==> src/rtl/z3_pkg.sv <==
// Shared types and constants for the Zorro III slave-cycle controller.
//   z3_state_e   : slave-cycle FSM state encoding
//   FC_CPU_SPACE : function code for CPU space cycles, which the board never claims
//   ADDR_MATCH_W : width of the base-address compare (A[31:24])
//   addr_hit()   : board-select decode
`timescale 1ns/1ps
package z3_pkg;

    typedef enum logic [2:0] {
        ST_IDLE     = 3'd0,
        ST_DECODE   = 3'd1,
        ST_IGNORE   = 3'd2,
        ST_WAIT_DS  = 3'd3,
        ST_WAIT_ACK = 3'd4,
        ST_TERM     = 3'd5
    } z3_state_e;

    localparam logic [2:0] FC_CPU_SPACE = 3'b111;
    localparam int         ADDR_MATCH_W = 8;

    function automatic logic addr_hit(
        input logic                    configured,
        input logic [ADDR_MATCH_W-1:0] addr,
        input logic [ADDR_MATCH_W-1:0] base,
        input logic [2:0]              fc
    );
        return configured && (addr == base) && (fc != FC_CPU_SPACE);
    endfunction

endpackage

==> src/rtl/z3_slave_cycle_if.sv <==
// Zorro III slave-side bus bundle between the bus/board logic and the
// slave-cycle controller.
//   FCS_n, DS_n, READ, FC, addr_hi : Zorro strobes and cycle qualifiers
//   configured, base_addr          : Autoconfig result
//   scsi_req, scsi_rd, scsi_ack    : register handshake with the SCSI block
//   SLAVE_n, DTACK_n, dtack_oe     : Zorro slave response and DTACK pad enable
//   DOE, timeout                   : data buffer enable, forced-termination pulse
// Modport slave is the controller; modport master is the driving side.
`timescale 1ns/1ps
interface z3_slave_cycle_if;
    import z3_pkg::*;

    logic                    FCS_n;
    logic [3:0]              DS_n;
    logic                    READ;
    logic [2:0]              FC;
    logic [ADDR_MATCH_W-1:0] addr_hi;
    logic                    configured;
    logic [ADDR_MATCH_W-1:0] base_addr;
    logic                    scsi_ack;

    logic                    scsi_req;
    logic                    scsi_rd;
    logic                    SLAVE_n;
    logic                    DTACK_n;
    logic                    dtack_oe;
    logic                    DOE;
    logic                    timeout;

    modport slave (
        input  FCS_n, DS_n, READ, FC, addr_hi, configured, base_addr, scsi_ack,
        output scsi_req, scsi_rd, SLAVE_n, DTACK_n, dtack_oe, DOE, timeout
    );

    modport master (
        output FCS_n, DS_n, READ, FC, addr_hi, configured, base_addr, scsi_ack,
        input  scsi_req, scsi_rd, SLAVE_n, DTACK_n, dtack_oe, DOE, timeout
    );

endinterface

==> src/rtl/z3_sync.sv <==
// Multi-bit flop-chain synchronizer for asynchronous active-low strobes.
//   clk   : destination clock
//   rst_n : async active-low reset; presets every stage to 1 (strobe inactive)
//   d     : asynchronous input
//   q     : synchronized output, DEPTH clocks behind d
// DEPTH must be at least 2. Bits are synchronized independently; callers
// must not rely on multi-bit coherence.
`timescale 1ns/1ps
module z3_sync #(
    parameter int WIDTH = 1,
    parameter int DEPTH = 2
) (
    input  logic             clk,
    input  logic             rst_n,
    input  logic [WIDTH-1:0] d,
    output logic [WIDTH-1:0] q
);

    logic [DEPTH-1:0][WIDTH-1:0] chain;

    always_ff @(posedge clk or negedge rst_n) begin
        if (!rst_n) begin
            chain <= '1;
        end else begin
            chain <= {chain[DEPTH-2:0], d};
        end
    end

    assign q = chain[DEPTH-1];

endmodule

==> src/rtl/z3_slave_cycle.sv <==
// Zorro III slave-cycle controller (A4092). Synchronizes FCS_n/DS_n, decodes
// the configured base, claims the cycle with SLAVE_n, requests a register
// access from the SCSI block and terminates with DTACK_n on ack or timeout.
//   CLK, RESET_n : board clock, async active-low reset
//   bus          : z3_slave_cycle_if.slave (strobes, decode inputs, SCSI
//                  handshake, SLAVE_n/DTACK_n/dtack_oe/DOE/timeout)
//
// state       | meaning
// ------------+-------------------------------------------------------------
// IDLE        | no cycle; releases dtack_oe left on by a previous cycle
// DECODE      | one cycle: compare address/FC/configured
// IGNORE      | not our cycle; wait for FCS_n to go away
// WAIT_DS     | board selected, waiting for any data strobe
// WAIT_ACK    | scsi_req up, waiting for scsi_ack or timeout
// TERM        | DTACK_n low until FCS_n is withdrawn
`timescale 1ns/1ps
module z3_slave_cycle
    import z3_pkg::*;
#(
    parameter int SYNC_STAGES = 2,
    parameter int TIMEOUT     = 63
) (
    input  logic                CLK,
    input  logic                RESET_n,
    z3_slave_cycle_if.slave     bus
);

    localparam int              CNT_W  = $clog2(TIMEOUT + 1);
    localparam logic [CNT_W-1:0] CNT_TC = CNT_W'(TIMEOUT);

    logic             fcs_s;
    logic [3:0]       ds_s;
    logic             ds_any;
    logic             hit;
    logic             abort;
    z3_state_e        state;
    logic [CNT_W-1:0] cnt;

    z3_sync #(.WIDTH(1), .DEPTH(SYNC_STAGES)) u_sync_fcs (
        .clk   (CLK),
        .rst_n (RESET_n),
        .d     (bus.FCS_n),
        .q     (fcs_s)
    );

    z3_sync #(.WIDTH(4), .DEPTH(SYNC_STAGES)) u_sync_ds (
        .clk   (CLK),
        .rst_n (RESET_n),
        .d     (bus.DS_n),
        .q     (ds_s)
    );

    assign ds_any = ~&ds_s;
    // addr_hi/FC/READ are held stable by board logic for the whole cycle,
    // so they are used directly without synchronization.
    assign hit    = addr_hit(bus.configured, bus.addr_hi, bus.base_addr, bus.FC);
    // Master gave up before termination: drop everything, no timeout pulse.
    assign abort  = fcs_s && (state inside {ST_DECODE, ST_WAIT_DS, ST_WAIT_ACK});

    always_ff @(posedge CLK or negedge RESET_n) begin
        if (!RESET_n) begin
            state        <= ST_IDLE;
            cnt          <= '0;
            bus.SLAVE_n  <= 1'b1;
            bus.DTACK_n  <= 1'b1;
            bus.dtack_oe <= 1'b0;
            bus.DOE      <= 1'b0;
            bus.scsi_req <= 1'b0;
            bus.scsi_rd  <= 1'b0;
            bus.timeout  <= 1'b0;
        end else begin
            bus.timeout <= 1'b0;
            if (abort) begin
                // dtack_oe stays up here and is cleared by IDLE one cycle later.
                state        <= ST_IDLE;
                bus.SLAVE_n  <= 1'b1;
                bus.DTACK_n  <= 1'b1;
                bus.DOE      <= 1'b0;
                bus.scsi_req <= 1'b0;
                bus.scsi_rd  <= 1'b0;
            end else begin
                case (state)
                    ST_IDLE: begin
                        // DTACK_n was driven high for one cycle before release.
                        bus.dtack_oe <= 1'b0;
                        if (!fcs_s) begin
                            state <= ST_DECODE;
                        end
                    end
                    ST_DECODE: begin
                        if (hit) begin
                            state        <= ST_WAIT_DS;
                            bus.SLAVE_n  <= 1'b0;
                            bus.dtack_oe <= 1'b1;
                            bus.scsi_rd  <= bus.READ;
                        end else begin
                            state        <= ST_IGNORE;
                            bus.scsi_rd  <= 1'b0;
                        end
                    end
                    ST_IGNORE: begin
                        if (fcs_s) begin
                            state <= ST_IDLE;
                        end
                    end
                    ST_WAIT_DS: begin
                        if (ds_any) begin
                            state        <= ST_WAIT_ACK;
                            bus.scsi_req <= 1'b1;
                            bus.DOE      <= bus.scsi_rd;
                            cnt          <= '0;
                        end
                    end
                    ST_WAIT_ACK: begin
                        // Ack has priority over a timeout expiring in the same cycle.
                        if (bus.scsi_ack) begin
                            state        <= ST_TERM;
                            bus.DTACK_n  <= 1'b0;
                            bus.scsi_req <= 1'b0;
                        end else if (cnt == CNT_TC) begin
                            state        <= ST_TERM;
                            bus.DTACK_n  <= 1'b0;
                            bus.scsi_req <= 1'b0;
                            bus.timeout  <= 1'b1;
                        end else begin
                            cnt <= cnt + 1'b1;
                        end
                    end
                    ST_TERM: begin
                        if (fcs_s) begin
                            state       <= ST_IDLE;
                            bus.SLAVE_n <= 1'b1;
                            bus.DTACK_n <= 1'b1;
                            bus.DOE     <= 1'b0;
                        end
                    end
                    default: begin
                        state <= ST_IDLE;
                    end
                endcase
            end
        end
    end

endmodule
==> src/flat_wrapper.sv <==
// flat-port wrapper written by rule: the top's interface ports become plain ports
module z3_slave_cycle_flat import z3_pkg::*;
#(
    parameter int SYNC_STAGES = 2,
    parameter int TIMEOUT     = 63
)
  (CLK, RESET_n, bus_FCS_n, bus_DS_n, bus_READ, bus_FC, bus_addr_hi, bus_configured, bus_base_addr, bus_scsi_ack, bus_scsi_req, bus_scsi_rd, bus_SLAVE_n, bus_DTACK_n, bus_dtack_oe, bus_DOE, bus_timeout);
  z3_slave_cycle_if bus_i ();
  input  logic CLK;
  input  logic RESET_n;
  input wire logic [$bits(bus_i.FCS_n)-1:0] bus_FCS_n;
  input wire logic [$bits(bus_i.DS_n)-1:0] bus_DS_n;
  input wire logic [$bits(bus_i.READ)-1:0] bus_READ;
  input wire logic [$bits(bus_i.FC)-1:0] bus_FC;
  input wire logic [$bits(bus_i.addr_hi)-1:0] bus_addr_hi;
  input wire logic [$bits(bus_i.configured)-1:0] bus_configured;
  input wire logic [$bits(bus_i.base_addr)-1:0] bus_base_addr;
  input wire logic [$bits(bus_i.scsi_ack)-1:0] bus_scsi_ack;
  output wire logic [$bits(bus_i.scsi_req)-1:0] bus_scsi_req;
  output wire logic [$bits(bus_i.scsi_rd)-1:0] bus_scsi_rd;
  output wire logic [$bits(bus_i.SLAVE_n)-1:0] bus_SLAVE_n;
  output wire logic [$bits(bus_i.DTACK_n)-1:0] bus_DTACK_n;
  output wire logic [$bits(bus_i.dtack_oe)-1:0] bus_dtack_oe;
  output wire logic [$bits(bus_i.DOE)-1:0] bus_DOE;
  output wire logic [$bits(bus_i.timeout)-1:0] bus_timeout;
  assign bus_i.FCS_n = bus_FCS_n;
  assign bus_i.DS_n = bus_DS_n;
  assign bus_i.READ = bus_READ;
  assign bus_i.FC = bus_FC;
  assign bus_i.addr_hi = bus_addr_hi;
  assign bus_i.configured = bus_configured;
  assign bus_i.base_addr = bus_base_addr;
  assign bus_i.scsi_ack = bus_scsi_ack;
  assign bus_scsi_req = bus_i.scsi_req;
  assign bus_scsi_rd = bus_i.scsi_rd;
  assign bus_SLAVE_n = bus_i.SLAVE_n;
  assign bus_DTACK_n = bus_i.DTACK_n;
  assign bus_dtack_oe = bus_i.dtack_oe;
  assign bus_DOE = bus_i.DOE;
  assign bus_timeout = bus_i.timeout;
  z3_slave_cycle #(.SYNC_STAGES(SYNC_STAGES), .TIMEOUT(TIMEOUT)) u_core (.CLK(CLK), .RESET_n(RESET_n), .bus(bus_i));
endmodule
==> config.mk <==
export PLATFORM = sky130hd
export DESIGN_NAME = z3_slave_cycle_flat
export DESIGN_NICKNAME = d
export VERILOG_FILES = /design/src/rtl/z3_pkg.sv /design/src/rtl/z3_slave_cycle_if.sv /design/src/rtl/z3_sync.sv /design/src/rtl/z3_slave_cycle.sv /design/src/flat_wrapper.sv
export SDC_FILE = /design/constraint.sdc
export NUM_CORES = 1
export LEC_CHECK = 0
export ABC_AREA = 0
export ABC_CLOCK_PERIOD_IN_PS = 3290
export CAP_MARGIN = 40
export CORE_UTILIZATION = 41
export DETAILED_ROUTE_END_ITERATION = 10
export DONT_BUFFER_PORTS = 1
export GPL_TIMING_DRIVEN = 0
export PLACE_DENSITY = 0.6
export SYNTH_ARGS = -nofsm -noshare
export SYNTH_HDL_FRONTEND = slang
export SYNTH_HIERARCHICAL = 1
export SYNTH_SLANG_ARGS = --single-unit
==> constraint.sdc <==
create_clock -name CLK -period 3.29 [get_ports CLK]
set_clock_uncertainty 0.05 [all_clocks]
set_input_delay 0.8225 -clock CLK [delete_from_list [all_inputs] [get_ports CLK]]
set_output_delay 0.8225 -clock CLK [all_outputs]
set_load 0.05 [all_outputs]
==> results of run 1 <==
worst register-to-register path: cells and delay by family (launching register included):
family	cells	cell delay (ps)
AOI/OAI and AO/OA	1	260
and+or+nand+nor	2	210
buffers and inverters	2	780
DFF	1	550
per-layer routing:
layer  global-route usage, %  share of wire [%]
met5                       0                  0
met4                    3.48               0.82
met3                    5.44                4.7
met2                    23.7                 46
met1                    18.8                 49
stage by stage:
stage               hold WS, ps  worst slack [ps]  area, um^2  std cells
finish                      119              1360        1340        154
CTS                         103              1360        1340        154
detailed placement          297              1360        1290        150
floorplan                   295              1560        1250        119
global route               89.8              1220        1340        154
global placement            296              1370        1290        150
flip-flops by register name, indices dropped and copies added (netlist names), 3 cells and up:
signal                  cells
u_core/u_sync_ds/chain      4
u_core/u_sync_ds/q          4
u_core/state                3
u_core/cnt                  6
power groups by stage:
| stage | clock network (W) | registers [W] | logic [W] |
|---|---|---|---|
| finish | 0.000186 | 0.000437 | 0.000129 |
| global route | 0.000205 | 0.000443 | 0.000148 |
| CTS | 0.000197 | 0.000437 | 0.000129 |
| detailed placement | 0 | 0.000443 | 0.000127 |
| global placement | 0 | 0.000442 | 0.000123 |
| floorplan | 0 | 0.000436 | 0.000106 |
placed cells by master, fill, tap and decap left out, types with 2 or more instances in the layout:
| cell type | synthesis | layout |
|---|---|---|
| nor2_1 | 8 | 8 |
| nand2_1 | 6 | 6 |
| clkbuf_1 | 4 | 4 |
| nand3_1 | 6 | 6 |
| dfrtp_1 | 14 | 14 |
| o21ai_0 | 7 | 7 |
| a31oi_1 | 5 | 5 |
| xor2_1 | 6 | 6 |
| dfstp_2 | 12 | 12 |
| inv_1 | 2 | 2 |
| o21a_1 | 3 | 3 |
| xnor2_1 | 2 | 2 |
| and3_1 | 4 | 4 |
| a21oi_1 | 8 | 8 |
| nand2b_1 | 2 | 2 |
| nand4_1 | 2 | 2 |
| buf_4 | 4 | 4 |
| clkbuf_4 | 0 | 3 |
| mux2i_1 | 2 | 2 |
| nor4_1 | 2 | 2 |
final cells by class:
class | count | share of cell area [%]
Tap cell | 31 | 2.90
Multi-Input combinational cell | 81 | 39.3
Clock buffer | 4 | 3.55
Buffer | 10 | 4.02
Inverter | 2 | 0.561
Sequential cell | 26 | 49.7
how the worst min path moves through the flow:
stage	depth (start not counted)	endpoint	from
after detailed placement	0	u_core/u_sync_ds/q[0]$_DFF_PN1_	u_core/u_sync_ds/chain[0]$_DFF_PN1_
after global routing	0	u_core/cnt[0]$_DFFE_PN0P_	RESET_n
after floorplan	0	u_core/u_sync_ds/q[0]$_DFF_PN1_	u_core/u_sync_ds/chain[0]$_DFF_PN1_
final	0	u_core/bus.scsi_rd$_DFFE_PN0P_	RESET_n
after global placement	0	u_core/u_sync_ds/q[3]$_DFF_PN1_	u_core/u_sync_ds/chain[3]$_DFF_PN1_
after CTS	0	u_core/cnt[0]$_DFFE_PN0P_	RESET_n
kinds of logic (layout without fill, tap and decap cells):
group / Yosys count / after routing
and+or+nand+nor: 40 / 40
AOI/OAI and AO/OA: 30 / 30
DFF: 26 / 26
buffers and inverters: 12 / 16
xor gates and xnor gates: 8 / 8
muxes: 2 / 2
adders and majority gates: 1 / 1
==> run_results.csv, run 1 <==
group,metric,value,unit
final_layout,num-fill-cells,277,
sta,fin_crit,1930,ps
power_and_ir_drop,leakage,0.557,nW
power_and_ir_drop,internal_power,0.000515,W
clock_tree,cts-buffers-inserted,3,
setup_path,cp_cell_sequence,"clkbuf_1 > buf_1 > nor2_1 > a221oi_1 > nand3_1",
floorplanning,die_w,57.3,um
yosys,synth_top_area_cell,"dfrtp_1",
clock_tree,clockBufferDepth,2,
setup_path,critical_path.startpoint,"u_core/u_sync_fcs/q$_DFF_PN1_",
grt,grt_max_degree,27,
power_and_ir_drop,p_clk_share,24.8,%
setup_path,critPathLaunchType,"flip-flop",
yosys,ys_seq_elements,26,
setup_path,critPathMaxFanout,10,
yosys,synth_xor_xnor_area_share,5.59,%
setup_path,crit_buf_inv,2,
yosys,syn_nets,149,
yosys,synth_edf_count,0,
clock_tree,cts-resized-gates,0,
placement,place_congestion,0.751,
power_and_ir_drop,finalPower,0.000753,W
sta,hold_violations,0,
routing,drc,1,
sta,finalCritPeriodShare,58.8,%
floorplanning,die_area,3280,um^2
clock_tree,clk_latency,320,ps
routing,ant_nets,0,
sta,fmax,0.517,GHz
final_layout,seq_area,666,um^2
sta,setup_viol,0,
floorplanning,design.core.area,2830,um^2
setup_path,r2r_end,"u_core/state[0]$_DFFE_PN0P_",
setup_path,worstSetupPathType,"reg -> reg",
yosys,synthTopCellsByArea,"dfrtp_1 28%, dfstp_2 25%, xor2_1 4.2%, a21oi_1 3.2%, o21ai_0 2.8%",
yosys,yosysMostFrequentCell,"dfrtp_1",
min_path,hold_class,"in -> async",
sta,rsz0062_at_grt,"false",
outcome,outcome,"complete, but fails checks",
yosys,synth_top_family_by_area,"simple AND/OR/NAND/NOR gates",
sta,slew_headroom,67.0,%
routing,dr.pass1.iters,7,
grt,grt_pass1_vias,857,
setup_path,r2r-start,"u_core/u_sync_fcs/q$_DFF_PN1_",
power_and_ir_drop,powerDensity,562,nW/um^2
grt,grt_use_total,14.7,%
routing,routed_via_density,5.77,
clock_tree,hold_buffers,0,
run,drv_cap,0,
routing,dr_total_vias,888,
final_layout,multiInputGateArea,526,um^2
routing,drt_iter0_markers,17,
clock_tree,path_clk_slew,140,ps
yosys,synth_top_area_share,28.0,%
setup_path,required,3460,ps
placement,dp_hpwl,1550,um
grt,antenna_found_initial,0,
power_and_ir_drop,switching_power,0.000237,W
yosys,netlist_top_cells_count,"14 x dfrtp_1, 12 x dfstp_2, 8 x a21oi_1, 8 x nor2_1, 7 x o21ai_0",
yosys,yosysWarnings,6,
setup_path,cpMaxStageDelayCell,"dfstp_2",
sta,worstMarginPinSlew,495,ps
setup_path,path_depth,5,
final_layout,drive_gt1_share,20.3,%
routing,wl,2190,um
yosys,synthFlopType,"dfrtp_1",
sta,slew_viol_final,0,
final_layout,nets,154,
floorplanning,boundaryPins,36,
setup_path,path_delay_family,"buffers and inverters",
final_layout,area_delta_synth_final,6.89,%
yosys,synth_fa_ha_area_share,0.999,%
final_layout,final_util,47.3,%
yosys,netlist-cell-type-count,39,
clock_tree,post_cts_buffers,0,
grt,grt_pass1_wl,3680,um
outcome,violations,"DRC",
power_and_ir_drop,ir_drop,363,uV
yosys,synth_cells,119,
yosys,synth.avg_cell_area,10.5,um^2
setup_path,max_stage_delay,550,ps
placement,numPortBuffers,0,
yosys,synth-compound-area-share,15.7,%
clock_tree,cts_tree,"yes",
yosys,synth.area.mux_share,1.60,%
floorplanning,rows,19,
setup_path,rrSetupSlack,1360,ps
setup_path,crit_end,"u_core/state[0]$_DFFE_PN0P_",
clock_tree,clkSinkCount,26,
clock_tree,htree_levels,1,
yosys,ys_seq_area_share,53.1,%
grt,overflow,0,
setup_path,reg2reg_depth,5,
routing,post_drt_wl_per_cell,14.2,um
yosys,ys_async_sr_fraction,100,%
floorplanning,die_h,57.3,um
power_and_ir_drop,comb_power_share,17.1,%
yosys,synth-simple-area-share,18.1,%
setup_path,endpoint_kind,"flip-flop",
clock_tree,root_buffer,"clkbuf_4",
yosys,netlist_area,1250,um^2
power_and_ir_drop,power.share.sequential,58.1,%
setup_path,cp_data_arrival_time,2100,ps
floorplanning,initial_utilization,44.3,%
sta,tns,0,ps
final_layout,num_antenna_cells,0,
power_and_ir_drop,switching_share,31.5,%
(Power assumes the default switching activity.)
==> run 2, diff against run 1 <==
- ABC_CLOCK_PERIOD_IN_PS: 3290 -> 2009
- clock period: 3.29 -> 2.01 ns (I/O delays scaled with it)
==> run_results.csv, run 2 (same netlist as run 1, synthesis figures left out) <==
group,metric,value,unit
grt,antenna_found_initial,0,
power_and_ir_drop,power.share.sequential,57.4,%
floorplanning,design.core.area,2830,um^2
final_layout,regMostFlops,"u_core/cnt",
power_and_ir_drop,leakage,0.573,nW
setup_path,critPathMaxFanout,7,
setup_path,endpoint_kind,"flip-flop",
clock_tree,path_clk_slew,140,ps
sta,hold_violations,0,
final_layout,final_common_cell,"dfrtp_1",
power_and_ir_drop,switching_power,0.000397,W
clock_tree,clkSinkCount,26,
setup_path,worstSetupPathType,"reg -> reg",
final_layout,final_cell_mix,"14 x dfrtp_1, 12 x dfstp_2, 8 x nor2_1, 8 x a21oi_1, 7 x o21ai_0",
clock_tree,cts_tree,"yes",
sta,finalCritPeriodShare,92.5,%
grt,grt_use_total,15.0,%
final_layout,num_antenna_cells,0,
routing,dr.pass1.iters,7,
min_path,min_to,"u_core/u_sync_fcs/chain[0]$_DFF_PN1_",
setup_path,critPathLaunchType,"flip-flop",
min_path,hold_start,"bus_FCS_n",
floorplanning,boundaryPins,36,
grt,overflow,0,
placement,numPortBuffers,0,
floorplanning,die_h,57.3,um
routing,dr_total_vias,890,
placement,place_area,1290,um^2
routing,ant_nets,0,
final_layout,largest_register_ffs,6,
clock_tree,clockBufferDepth,2,
clock_tree,cts-buffers-inserted,3,
outcome,outcome,"complete, but fails checks",
routing,routed_via_density,5.71,
clock_tree,clk_latency,320,ps
setup_path,r2r-start,"u_core/state[1]$_DFFE_PN0P_",
final_layout,num-fill-cells,276,
power_and_ir_drop,comb_power_share,18.1,%
power_and_ir_drop,finalPower,0.00125,W
min_path,hold_depth,0,
placement,dp_hpwl,1550,um
clock_tree,root_buffer,"clkbuf_4",
setup_path,required,2170,ps
run,drv_cap,0,
placement,place_congestion,0.751,
min_path,hold_class,"in -> reg",
sta,fmax,0.538,GHz
setup_path,rrSetupSlack,150,ps
sta,tns,0,ps
floorplanning,rows,19,
final_layout,drive_gt1_share,21.6,%
sta,slew_headroom,67.0,%
final_layout,fin_area,1370,um^2
floorplanning,die_area,3280,um^2
floorplanning,initial_utilization,44.3,%
grt,grt_pass1_wl,3760,um
sta,fin_crit,1860,ps
grt,grt_pass1_vias,860,
power_and_ir_drop,p_clk_share,24.4,%
clock_tree,post_cts_buffers,0,
routing,drc,2,
floorplanning,die_w,57.3,um
power_and_ir_drop,switching_share,31.9,%
final_layout,nets,156,
power_and_ir_drop,powerDensity,909,nW/um^2
grt,grt_max_degree,27,
setup_path,cp_data_arrival_time,2020,ps
sta,rsz0062_at_grt,"false",
clock_tree,htree_levels,1,
setup_path,reg2reg_depth,5,
setup_path,r2r_end,"u_core/cnt[5]$_DFFE_PN0P_",
final_layout,area_delta_synth_final,9.39,%
routing,wl,2230,um
sta,slew_viol_final,0,
routing,post_drt_wl_per_cell,14.3,um
sta,setup_viol,0,
sta,worstMarginPinSlew,495,ps
power_and_ir_drop,ir_drop,594,uV
outcome,violations,"DRC",
routing,drt_iter0_markers,14,
power_and_ir_drop,internal_power,0.000849,W
-- run 2: cell types whose count changed in the layout (fill, tap and decap cells not counted) --
cell and delta:
clkbuf_2 +1, buf_1 -1, buf_12 +1, dlygate4sd3_1 +1
-- run 2: area by class of cell --
type	instances	area, um^2	area share [%]
buffer	10	55.1	4.02
multi-input combinational	81	526	38.4
tap	31	38.8	2.83
inverter	2	7.51	0.548
sequential	26	666	48.6
clock buffer	4	47.5	3.47
timing repair buffer	2	30.0	2.19
-- run 2: timing repair --
action / in CTS / in global routing
hold buffers: 2 / 0
gates resized for setup: 0 / 1
endpoints found under the setup margin: 0 / 1
endpoints found under the hold margin: 26 / 0
-- run 2: through the flow --
step                      cells  setup WS, ps  hold WS, ps  util, %
after floorplan             119           285          157        -
after global placement      150           129          157     45.6
after detailed placement    150           116          157     45.6
after CTS                   156          76.4         90.1     48.4
after global routing        156          41.2         77.0     48.4
final                       156           151          113     48.4
-- run 2: worst max-delay path by stage --
stage	startpoint	to
final	u_core/state[1]$_DFFE_PN0P_	u_core/cnt[5]$_DFFE_PN0P_
after CTS	u_core/u_sync_fcs/q$_DFF_PN1_	u_core/state[0]$_DFFE_PN0P_
after global routing	u_core/state[1]$_DFFE_PN0P_	u_core/cnt[5]$_DFFE_PN0P_
after global placement	u_core/u_sync_fcs/q$_DFF_PN1_	u_core/state[0]$_DFFE_PN0P_
after detailed placement	u_core/u_sync_fcs/q$_DFF_PN1_	u_core/state[0]$_DFFE_PN0P_
after floorplan	u_core/state[1]$_DFFE_PN0P_	u_core/cnt[4]$_DFFE_PN0P_
-- run 2: power by group through the flow --
stage                     clock (W)  combinational, W  sequential (W)
after global routing       0.000336          0.000261        0.000725
after detailed placement          0          0.000207        0.000725
after floorplan                   0          0.000174        0.000714
after global placement            0          0.000202        0.000723
final                      0.000304          0.000226        0.000716
after CTS                  0.000323          0.000228        0.000716
-- run 2: routing by layer --
metal / wire length, um / share of wire (%) / track usage [%]
met5: 0 / 0 / 0
met1: 1060 / 48 / 19.3
met3: 111 / 5.0 / 5.44
met4: 18 / 0.81 / 3.48
met2: 1030 / 46 / 24.4
-- run 2: critical path, cell delays in order, from the launching register on --
cell     delay [ps]
dfrtp_1         430
or3b_1          370
buf_2           170
or3_4           370
o22ai_4         240
a31oi_1         120
==> run 3, diff against run 2 <==
- SLEW_MARGIN: default -> 20
==> results of run 3 <==
Final layout, timing and power as in run 2 (identical DEF).
